$ cat src/rtl/coder_ip.sv
`timescale 1ns/1ps
`default_nettype none
// ============================================================================
// Module   : coder_ip
// Brief    : K=3 (7,5) rate-1/2 convolutional encoder feeding a 4-state
//            hard-decision register-exchange Viterbi decoder.
// Revision : 1.0
// ============================================================================
module coder_ip #(
    parameter int DEPTH    = 8,
    parameter int METRIC_W = 5
) (
    input  logic       clk,
    input  logic       res,
    input  logic       ip,
    output logic [1:0] op,
    output logic       viterbi_decoder_op
);

    localparam logic [METRIC_W-1:0] C_PM_INIT = METRIC_W'(8);

    // ------------------------------------------------------------------
    // Encoder
    // ------------------------------------------------------------------
    logic r_s1;
    logic r_s0;

    always_ff @(posedge clk or negedge res) begin
        if (!res) begin
            r_s1 <= 1'b0;
            r_s0 <= 1'b0;
            op   <= 2'b00;
        end else begin
            op   <= {ip ^ r_s1 ^ r_s0, ip ^ r_s0};
            r_s1 <= ip;
            r_s0 <= r_s1;
        end
    end

    // ------------------------------------------------------------------
    // Decoder: add-compare-select with register-exchange survivors
    // ------------------------------------------------------------------
    logic [1:0]          w_rx_sym;
    logic [METRIC_W-1:0] r_pm     [4];
    logic [DEPTH-1:0]    r_sp     [4];
    logic [METRIC_W-1:0] w_new_pm [4];
    logic [DEPTH-1:0]    w_new_sp [4];
    logic [1:0]          w_min_idx;
    logic [METRIC_W-1:0] w_min;
    logic [1:0]          w_best;

    assign w_rx_sym = op;

    function automatic logic [METRIC_W-1:0] branch_metric(
        input logic [1:0] rx,
        input logic [1:0] expected
    );
        logic [1:0] d;
        d = rx ^ expected;
        return METRIC_W'(d[1]) + METRIC_W'(d[0]);
    endfunction

    // Index of the smallest of four metrics; ties resolve to the lowest index.
    function automatic logic [1:0] argmin4(
        input logic [METRIC_W-1:0] m0,
        input logic [METRIC_W-1:0] m1,
        input logic [METRIC_W-1:0] m2,
        input logic [METRIC_W-1:0] m3
    );
        logic [1:0]          lo;
        logic [1:0]          hi;
        logic [METRIC_W-1:0] mlo;
        logic [METRIC_W-1:0] mhi;
        lo  = (m1 < m0) ? 2'd1 : 2'd0;
        mlo = (m1 < m0) ? m1 : m0;
        hi  = (m3 < m2) ? 2'd3 : 2'd2;
        mhi = (m3 < m2) ? m3 : m2;
        return (mhi < mlo) ? hi : lo;
    endfunction

    generate
        for (genvar i = 0; i < 4; i++) begin : g_acs
            // Next state {b,a}; predecessors {a,0} and {a,1} differ in both symbol bits.
            localparam int          A      = i % 2;
            localparam int          B      = i / 2;
            localparam logic [1:0]  C_EXP0 = {1'(B ^ A), 1'(B)};

            logic [METRIC_W-1:0] w_cand0;
            logic [METRIC_W-1:0] w_cand1;
            logic                w_sel;

            assign w_cand0     = r_pm[2*A]   + branch_metric(w_rx_sym, C_EXP0);
            assign w_cand1     = r_pm[2*A+1] + branch_metric(w_rx_sym, ~C_EXP0);
            assign w_sel       = (w_cand1 < w_cand0);
            assign w_new_pm[i] = w_sel ? w_cand1 : w_cand0;
            assign w_new_sp[i] = w_sel ? {r_sp[2*A+1][DEPTH-2:0], 1'(B)}
                                       : {r_sp[2*A][DEPTH-2:0],   1'(B)};
        end
    endgenerate

    assign w_min_idx = argmin4(w_new_pm[0], w_new_pm[1], w_new_pm[2], w_new_pm[3]);
    assign w_min     = w_new_pm[w_min_idx];
    assign w_best    = argmin4(r_pm[0], r_pm[1], r_pm[2], r_pm[3]);

    always_ff @(posedge clk or negedge res) begin
        if (!res) begin
            for (int s = 0; s < 4; s++) begin
                r_pm[s] <= (s == 0) ? '0 : C_PM_INIT;
                r_sp[s] <= '0;
            end
        end else begin
            for (int s = 0; s < 4; s++) begin
                r_pm[s] <= w_new_pm[s] - w_min;
                r_sp[s] <= w_new_sp[s];
            end
        end
    end

    assign viterbi_decoder_op = r_sp[w_best][DEPTH-1];

endmodule
`default_nettype wire

$ cat config.mk
export PLATFORM = sky130hd
export DESIGN_NAME = coder_ip
export DESIGN_NICKNAME = d
export VERILOG_FILES = /design/src/rtl/coder_ip.sv
export SDC_FILE = /design/constraint.sdc
export NUM_CORES = 1
export LEC_CHECK = 0
export CAP_MARGIN = 20
export CORE_MARGIN = 2
export CORE_UTILIZATION = 40
export DETAILED_ROUTE_END_ITERATION = 8
export GPL_TIMING_DRIVEN = 0
export MAX_ROUTING_LAYER = met4
export SLEW_MARGIN = 20
export SYNTH_ARGS = -nofsm -noshare
export SYNTH_HDL_FRONTEND = slang
export SYNTH_SLANG_ARGS = --single-unit
export TNS_END_PERCENT = 1
$ cat constraint.sdc
create_clock -name clk -period 11.35 [get_ports clk]
set_input_delay 1.7025 -clock clk [delete_from_list [all_inputs] [get_ports clk]]
set_output_delay 1.7025 -clock clk [all_outputs]
set_load 0.03 [all_outputs]
==> metrics.txt <==
RSZ-0062 raised after global routing=no; f_max=0.124 GHz; hold path depth=0; DR DRC count=0; gpl congestion=0.821; hold wc startpoint=r_s1; fin. max-slew vios=0; initial DRC count=215; Reg area=1280 um2; Synth top area share=24.2%; CP Data Arrival Time=8260 ps; Post-synth top flop=dfrtp_1; die area=13300 um2; Antenna diodes=0; status=finished, final reports clean; Longest Clk Path Bufs=2; synthesized area=4970 um2; Least-Margin Pin Slew=932 ps; post-layout min period=8080 ps; Skew-Pair Late Insertion Delay=290 ps; Crit. path cell count=28; xor and xnor area share after synthesis=9.87%; vias per inst=5.37; total routed wirelength=11.4 mm; Ys Warns=0; H-tree levels=2; Vert. Die Dim=115 um; synth top area cells=dfrtp_1, ha_1, mux2_2; Crit path top cell by count=ha_1; cts hold-fix bufs=0; R2R cell count=28; Post-Syn Nets=588; multi-input combinational cell area=3420 um2; Hold Path Class=flop to flop; synth unique cells=80; vias=3777; Core Area=12100 um2; Max Cap Viol=0; element type at the critical path end=flop; CP Data Required Time=11520 ps; Nets=602; flop2flop setup slack=3270 ps; simple-gate area share of the yosys netlist=11.8%; Reg clk slew, reported paths=60 ps; Post-DP HPWL=9.17 mm; CTS root buf=clkbuf_16; largest family of logic cells by synthesized area=compound AO/OA/AOI/OAI gates; Yosys reg bits=51; Starting Density=41.2%; fillers=1170; Die Width=115 um; Worst path max stage delay=500 ps; cts repair resizes=0; worst hold endpoint=r_s0; I/O Buffers=5; area delta synth->final=8.81%; DRT Pass-1 Iters=5; clock sinks=51; ANT nets after route=0; sequential cell area fraction in the yosys report=25.8%; setup TNS=0 ps; postcts setup bufs=0; Clock Skew=4.51 ps; CP max FO=10; Slew headroom=37.5%; post-synthesis compound-gate area fraction=19.7%; mux cell area share after synthesis=9.09%; Slowest-stage cell, CP=nor2_2; r2r endpoint=r_pm[18]; first-pass GRT wire length=19.2 mm; TritonCTS clock tree=done; Synth Area in Adders=18.3%; Cells after Synth=520; pin count of the biggest net entering global routing=32; Post-synth EDFFs=0; share of cells above drive strength 1=18.3%; type of origin of the critical path=flop; num ports=6; Tcrit/Tclk final=71.2%; most frequent cells after synthesis=ha_1, dfrtp_1, inv_1, xnor2_1, a21oi_1; DR WL/cell=16.2 um; Setup CP Type=flop to flop; Buf/Inv on CP=2; row cnt=40; asr flop ratio synth=100%; Hold Violations, Final=0; count leader, synth=ha_1; aggregate global routing overflow=0; Setup violations, final=0; syn avg cell area=9.55 um2; Top delay family on crit path=adder cells; initial antenna violation count=0; Reg-to-Reg Start=op[0]; area leader, netlist=dfrtp_1; total track usage=18.9%; vias in the first global route=3725; CTS Buf Count=5
## layout by cell type, fill, tap and decap left out, types with 9 or more instances in the layout
cell type	n
xor2_1	21
nand2b_1	11
o21ai_1	9
xnor2_1	35
nor2_1	20
mux2_2	30
a21oi_1	32
nand3_1	10
dfrtp_1	48
ha_1	61
o21ai_0	13
nand2_1	27
nor2b_1	11
inv_1	40
a21o_1	13
## metal layers
| layer | vias to the layer above | track usage, % | part of all wire (%) |
|---|---|---|---|
| li1 | 1875 | - | - |
| met3 | 15 | 2.35 | 3.1 |
| met4 | 0 | 4.98 | 1.5 |
| met1 | 1821 | 25.6 | 50 |
| met2 | 66 | 29.9 | 46 |
| met5 | - | - | 0 |
## final cells by class
cell class	instances	share of cell area, %
Inverter	42	2.92
Timing Repair Buffer	7	1.34
Buffer	17	2.04
Multi-Input combinational cell	410	63.3
Clock inverter	2	0.301
Tap cell	168	3.89
Sequential cell	51	23.7
Clock buffer	6	2.57
## flip-flops by register name, indices dropped and copies added (netlist names)
register	flops
r_s1	1
r_sp	27
op	2
r_pm	20
r_s0	1
## worst max-delay path by stage
stage | slack, ps | start | to
floorplan | 3930 | op[0] | r_pm[18]
global placement | 3150 | op[0] | r_pm[18]
detailed placement | 3060 | op[0] | r_pm[18]
CTS | 3040 | op[0] | r_pm[18]
global route | 2830 | op[0] | r_pm[18]
finish | 3270 | op[0] | r_pm[18]
## metrics by stage
step / std cells / util (%) / setup WS (ps) / hold WS (ps) / cell area [um2]
floorplan: 520 / - / 3930 / 372 / 4970
global placement: 693 / 43.4 / 3150 / 385 / 5230
detailed placement: 694 / 43.5 / 3060 / 391 / 5240
CTS: 702 / 44.8 / 3040 / 408 / 5400
global route: 703 / 44.8 / 2830 / 421 / 5410
finish: 703 / 44.8 / 3270 / 404 / 5410
## cell families (layout without fill, tap and decap cells)
logic type | after synthesis | count (layout)
AOI/OAI and AO/OA | 132 | 132
and+or+nand+nor | 110 | 110
adders and majority gates | 71 | 71
buffers and inverters | 59 | 74
xor gates and xnor gates | 56 | 56
DFF | 51 | 51
muxes | 40 | 40
other | 1 | 1
Power is left out: the tool's default activity adds up to more than one toggle a clock period on the data nets, which glitch-free logic cannot reach.
